==> src/rtl/led_mode_ctrl.sv <==
// Pushbutton-driven mode controller for the 6-LED display: debounced keys select
// BLINK / BREATHE / CHASE / OFF and pause/resume the running pattern.
module led_mode_ctrl #(
  parameter int unsigned DEBOUNCE_CYC   = 250000,
  parameter int unsigned TICK_CYC       = 27000,
  parameter int unsigned BLINK_TICKS    = 250,
  parameter bit          KEY_ACTIVE_LOW = 1'b1,
  parameter bit          LED_ACTIVE_LOW = 1'b1
) (
  input  logic       clk,
  input  logic       rst,
  input  logic [1:0] key,
  output logic [5:0] led,
  output logic [1:0] mode,
  output logic       pause
);

  localparam int unsigned DB_W = (DEBOUNCE_CYC > 1) ? $clog2(DEBOUNCE_CYC) : 1;
  localparam int unsigned TK_W = (TICK_CYC > 1) ? $clog2(TICK_CYC) : 1;
  localparam int unsigned ST_W = (BLINK_TICKS > 1) ? $clog2(BLINK_TICKS) : 1;

  localparam logic [DB_W-1:0] DB_MAX = DB_W'(DEBOUNCE_CYC - 1);
  localparam logic [TK_W-1:0] TK_MAX = TK_W'(TICK_CYC - 1);
  localparam logic [ST_W-1:0] ST_MAX = ST_W'(BLINK_TICKS - 1);

  typedef enum logic [1:0] {
    MODE_BLINK   = 2'd0,
    MODE_BREATHE = 2'd1,
    MODE_CHASE   = 2'd2,
    MODE_OFF     = 2'd3
  } mode_e;

  logic [1:0]            w_key_raw;
  logic [1:0]            r_key_meta;
  logic [1:0]            r_key_sync;
  logic [1:0]            r_key_stable;
  logic [1:0]            r_press;
  logic [1:0][DB_W-1:0]  r_db_cnt;

  mode_e                 r_mode,     w_mode;
  logic                  r_pause,    w_pause;
  logic [TK_W-1:0]       r_presc,    w_presc;
  logic [ST_W-1:0]       r_step_cnt, w_step_cnt;
  logic                  r_phase,    w_phase;
  logic [7:0]            r_duty,     w_duty;
  logic                  r_dir_down, w_dir_down;
  logic [5:0]            r_chase,    w_chase;
  logic [7:0]            r_pwm,      w_pwm;
  logic [5:0]            r_led;
  logic [5:0]            w_pattern;
  logic                  w_tick;
  logic                  w_step;

  // Key levels normalised so that 1 always means "pressed".
  assign w_key_raw = key ^ {2{KEY_ACTIVE_LOW}};

  // Synchronise and debounce both keys; a confirmed press yields a one-cycle pulse.
  always_ff @(posedge clk or posedge rst) begin
    if (rst) begin
      r_key_meta   <= 2'b00;
      r_key_sync   <= 2'b00;
      r_key_stable <= 2'b00;
      r_press      <= 2'b00;
      r_db_cnt     <= '0;
    end else begin
      r_key_meta <= w_key_raw;
      r_key_sync <= r_key_meta;
      for (int i = 0; i < 2; i++) begin
        r_press[i] <= 1'b0;
        if (r_key_sync[i] != r_key_stable[i]) begin
          if (r_db_cnt[i] == DB_MAX) begin
            r_key_stable[i] <= r_key_sync[i];
            r_db_cnt[i]     <= '0;
            r_press[i]      <= r_key_sync[i];
          end else begin
            r_db_cnt[i] <= r_db_cnt[i] + DB_W'(1);
          end
        end else begin
          r_db_cnt[i] <= '0;
        end
      end
    end
  end

  // Mode/pause state and pattern generator registers.
  always_ff @(posedge clk or posedge rst) begin
    if (rst) begin
      r_mode     <= MODE_BLINK;
      r_pause    <= 1'b0;
      r_presc    <= '0;
      r_step_cnt <= '0;
      r_phase    <= 1'b0;
      r_duty     <= 8'd0;
      r_dir_down <= 1'b0;
      r_chase    <= 6'b000001;
      r_pwm      <= 8'd0;
      r_led      <= {6{LED_ACTIVE_LOW}};
    end else begin
      r_mode     <= w_mode;
      r_pause    <= w_pause;
      r_presc    <= w_presc;
      r_step_cnt <= w_step_cnt;
      r_phase    <= w_phase;
      r_duty     <= w_duty;
      r_dir_down <= w_dir_down;
      r_chase    <= w_chase;
      r_pwm      <= w_pwm;
      r_led      <= w_pattern ^ {6{LED_ACTIVE_LOW}};
    end
  end

  // Next-state for ticks, patterns and mode; the LED register follows the next pattern.
  always_comb begin
    w_mode     = r_mode;
    w_pause    = r_pause ^ r_press[1];
    w_presc    = r_presc;
    w_step_cnt = r_step_cnt;
    w_phase    = r_phase;
    w_duty     = r_duty;
    w_dir_down = r_dir_down;
    w_chase    = r_chase;
    w_pwm      = r_pwm + 8'd1;
    w_tick     = 1'b0;
    w_step     = 1'b0;
    w_pattern  = 6'b000000;

    if (!r_pause) begin
      if (r_presc == TK_MAX) begin
        w_presc = '0;
        w_tick  = 1'b1;
      end else begin
        w_presc = r_presc + TK_W'(1);
      end
    end else begin
      w_presc = r_presc;
    end

    if (w_tick) begin
      if (r_step_cnt == ST_MAX) begin
        w_step_cnt = '0;
        w_step     = 1'b1;
      end else begin
        w_step_cnt = r_step_cnt + ST_W'(1);
      end
    end else begin
      w_step_cnt = r_step_cnt;
    end

    case (r_mode)
      MODE_BLINK: begin
        if (w_step) w_phase = ~r_phase;
        else        w_phase = r_phase;
      end
      MODE_BREATHE: begin
        // Triangle sweep: 255 turns down toward 254, 0 turns up toward 1.
        if (w_tick) begin
          if (!r_dir_down) begin
            if (r_duty == 8'd255) begin
              w_dir_down = 1'b1;
              w_duty     = 8'd254;
            end else begin
              w_duty = r_duty + 8'd1;
            end
          end else begin
            if (r_duty == 8'd0) begin
              w_dir_down = 1'b0;
              w_duty     = 8'd1;
            end else begin
              w_duty = r_duty - 8'd1;
            end
          end
        end else begin
          w_duty = r_duty;
        end
      end
      MODE_CHASE: begin
        if (w_step) w_chase = {r_chase[4:0], r_chase[5]};
        else        w_chase = r_chase;
      end
      default: begin
        w_chase = r_chase;
      end
    endcase

    if (r_press[0]) begin
      w_mode     = mode_e'(r_mode + 2'd1);
      w_presc    = '0;
      w_step_cnt = '0;
      w_phase    = 1'b0;
      w_duty     = 8'd0;
      w_dir_down = 1'b0;
      w_chase    = 6'b000001;
    end else begin
      w_mode = r_mode;
    end

    case (w_mode)
      MODE_BLINK:   w_pattern = {6{w_phase}};
      MODE_BREATHE: w_pattern = {6{(w_pwm < w_duty)}};
      MODE_CHASE:   w_pattern = w_chase;
      MODE_OFF:     w_pattern = 6'b000000;
      default:      w_pattern = 6'b000000;
    endcase
  end

  assign led   = r_led;
  assign mode  = r_mode;
  assign pause = r_pause;

endmodule

==> config.mk <==
export PLATFORM = sky130hd
export DESIGN_NAME = led_mode_ctrl
export DESIGN_NICKNAME = d
export VERILOG_FILES = /design/src/rtl/led_mode_ctrl.sv
export SDC_FILE = /design/constraint.sdc
export NUM_CORES = 1
export LEC_CHECK = 0
export CAP_MARGIN = 40
export CELL_PAD_IN_SITES_DETAIL_PLACEMENT = 1
export CELL_PAD_IN_SITES_GLOBAL_PLACEMENT = 1
export CORE_UTILIZATION = 50
export DETAILED_ROUTE_END_ITERATION = 6
export DONT_BUFFER_PORTS = 1
export PLACE_DENSITY = 0.85
export SLEW_MARGIN = 20
export SYNTH_ARGS = -nofsm -noshare
export SYNTH_HDL_FRONTEND = slang
export SYNTH_SLANG_ARGS = --single-unit
==> constraint.sdc <==
create_clock -name clk -period 4.2 [get_ports clk]
set_input_delay 0.63 -clock clk [delete_from_list [all_inputs] [get_ports clk]]
set_output_delay 0.63 -clock clk [all_outputs]
set_load 0.05 [all_outputs]
==> summary.md <==
| Metric | Value |
|---|---|
| Status | completed |
| NetSw | 0.000386 W |
| Die width | 105 um |
| Unrepaired setup endpoints after global routing | no |
| P per Cell Area | 283 mW/mm2 |
| Initial Util | 51.6% |
| Inserted Diodes | 0 |
| Tot GR Track Use | 24.9% |
| Global-route wire length before repair | 21900 um |
| Synth Register Bits | 100 |
| Finish-stage setup viols | 0 |
| Final Hold Fails | 0 |
| Via density | 6.01 |
| Net Sw Frac | 24.1% |
| Area of the multi-input gates | 0.00265 mm2 |
| Hold_ws | 0.0705 ns |
| Clock Pin Slew Worst Setup and Hold Paths | 0.10 ns |
| CTS Buf Count | 9 |
| Antenna-violating nets left | 0 |
| Nets | 581 |
| Synth warn | 0 |
| Clk_lat worst skew | 0.38 ns |
| VDD IR max | 203 uV |
| Area post-placement | 0.00548 mm2 |
| Die height | 105 um |
| Max_slew headroom | 41.2% |
| Core footprint | 0.0103 mm2 |
| Max cap viols | 0 |
| Die area | 0.0111 mm2 |
| Post-route worst setup slack | 0.306 ns |
| Area grow syn2layout | 6.25% |
| Total negative slack | 0 ns |
| Share of layout cells above drive strength 1 | 7.46% |
| Post-cts resize count | 0 |
| Ys async rst share | 100% |
| CP endpoint kind | flop |
| Initial antenna violation count | 0 |
| Rows | 37 |
| Dpl hpwl | 8990 um |
| Post-synth net total | 584 |
| Worst EP arrival | 4.19 ns |
| Remaining global-route overflow | 0 |
| Fmax | 257 MHz |
| Syn Inst Count | 561 |
| Worst setup SP type | flop |
| Pre-Repair DR Iteration Count | 4 |
| CP Class | reg -> reg |
| Hold_buf cts | 0 |
| Clk pwr share | 36.8% |
| Postcts setup bufs | 0 |
| Vias | 4204 |
| Cell Int Power | 0.00121 W |
| Mapped Area | 0.00533 mm2 |
| Vias in the first global route | 4511 |
| Min-Delay Path Class | in -> async |
| Number of fill cells | 1180 |
| Storage element area | 0.00251 mm2 |
| Pin count of the biggest net entering global routing | 51 |
| Least-Margin Pin Slew | 0.874 ns |
| Wire per inst | 18.3 um |
| Clk sink count | 100 |
| Leak Pwr | 2.36 nW |
| Netlist cell types | 57 |
| Final Skew | 0.0122 ns |
| Drt total wl | 12800 um |
| Reg2reg start | r_presc[7] |
| IO buf count | 0 |
| Tcrit/Tclk final | 92.7% |
| CTS tree | done |
| Final Critical Period | 3.89 ns |
| Sequential-to-total area share from yosys stat | 47.1% |
| Syn_area_per_cell | 9.50 um2 |
| Worst EP required | 4.50 ns |
| Final instance area | 0.00566 mm2 |
| Root buffer cell | clkbuf_8 |
| Proportion of power drawn by flip-flops and latches | 60.9% |
| # H-tree levels | 3 |
| Worst Path Max Fanout | 12 |
| Routability cong. | 0.898 |
| IO Pins | 13 |
| Number of flops mapped to enable cells by yosys | 0 |
| Setup WS pre-CTS | 0.573 ns |
| Final core utilization | 54.8% |
| Top FF cell, synth | dfrtp_1 |
| DR DRC count | 0 |
| Crit path launch | r_presc[7] |
| Pins Over Slew Limit | 0 |
| Combinational share of power | 2.3% |
| Clock tree buffer depth | 2 |
| Initial detailed-routing violation count | 213 |
[power by group through the flow]
stage | registers (W) | clock network [W] | logic, W
finish | 0.000975 | 0.000589 | 0.0000369
global route | 0.000976 | 0.000632 | 0.0000439
CTS | 0.000975 | 0.000603 | 0.0000388
detailed placement | 0.000993 | 0 | 0.0000387
global placement | 0.000993 | 0 | 0.0000340
floorplan | 0.000992 | 0 | 0.0000254
[final timing paths]
path	endpoint	slack [ns]	depth (start not counted)
max	led[5]	0.31	12
min in group clk	r_key_meta[1]	0.30	1
max in group asynchronous	r_db_cnt[32]	3.44	2
max reg2reg	led[5]	0.31	12
min	r_key_sync[1]	0.07	1
min reg2reg	r_key_sync[0]	0.36	0
[registers in the layout (all words and copies together) (netlist names), 2 cells and up]
register      cells
r_db_cnt         36
r_key_stable      2
r_pwm             8
led               6
r_key_meta        2
r_chase           6
r_duty            8
mode              2
r_press           2
r_presc          15
r_key_sync        2
r_step_cnt        8
[cell usage after synthesis, types with 2 or more instances]
master,n,area [um2]
and3_1,8,50.1
nor3b_1,9,67.6
and2_1,3,18.8
nor4b_1,3,26.3
nor2b_1,6,37.5
ha_1,19,238
or3_1,6,37.5
dfstp_2,7,184
xor2_1,22,193
a21o_1,6,45.0
nand2b_1,4,25.0
nor2_1,74,278
nor4_1,5,31.3
nand4_1,13,81.3
a211oi_1,3,22.5
xnor2_1,34,298
o211ai_1,7,52.6
a21oi_1,31,155
nand3_1,28,140
a311o_1,2,20.0
and4_1,7,61.3
or2_2,2,12.5
mux2_2,2,22.5
clkbuf_1,16,60.1
o21a_1,5,37.5
o21ai_0,11,55.1
a311oi_1,2,17.5
nor3_1,18,90.1
o21bai_1,4,30.0
buf_6,2,22.5
inv_1,20,75.1
nand2_1,52,195
a22oi_1,6,45.0
buf_2,2,10.0
or4_1,3,22.5
a31oi_1,6,37.5
dfrtp_1,93,2330
[worst max-delay path, stage by stage, from the launching register on]
cell and delay [ns]:
dfrtp_1 0.45, nor4b_1 0.71, and4_1 0.37, buf_4 0.22, nand2_1 0.25, a2111o_1 0.39
a21o_1 0.21, ha_1 0.30, nand2_1 0.07, nor2_1 0.15, nand2_1 0.11, a211o_2 0.39
a22oi_1 0.21
[stage by stage]
stage | total power (W) | cells
global placement | 0.00103 | 682
CTS | 0.00162 | 699
global route | 0.00165 | 699
detailed placement | 0.00103 | 683
finish | 0.00160 | 699
floorplan | 0.00102 | 561
[final cells by class]
cell class / count / area share (%)
Multi-Input combinational cell: 420 / 46.7
Sequential cell: 100 / 44.4
Tap cell: 136 / 3.01
Clock buffer: 10 / 2.43
Inverter: 20 / 1.37
Timing Repair Buffer: 7 / 1.28
Clock inverter: 6 / 0.818
[cell families (layout without fill, tap and decap cells)]
| kind of cell | after synthesis | after routing | share of synthesized area, % |
|---|---|---|---|
| mux | 2 | 2 | 0.423 |
| simple gates | 247 | 247 | 23.2 |
| buf+inv | 41 | 43 | 3.22 |
| fa+ha+maj | 19 | 19 | 4.46 |
| compound gates | 96 | 96 | 12.3 |
| flops | 100 | 100 | 47.1 |
| xor+xnor | 56 | 56 | 9.21 |
[metal layers]
metal | track usage (%) | wire length (um) | vias up
met5 | 0 | 0 | -
met4 | 8.85 | 223 | 0
met3 | 4.45 | 383 | 21
met2 | 43.8 | 6620 | 66
met1 | 30.7 | 5580 | 2143
li1 | - | - | 1974
[layout by cell type (no fill, tap or decap), types with 8 or more instances in the layout]
cell type	n
a21oi_1	31
and3_1	8
clkbuf_8	10
dfrtp_1	93
ha_1	19
inv_1	19
nand2_1	52
nand3_1	28
nand4_1	13
nor2_1	74
nor3_1	18
nor3b_1	9
o21ai_0	11
xnor2_1	34
xor2_1	22
(Power assumes the default switching activity.)
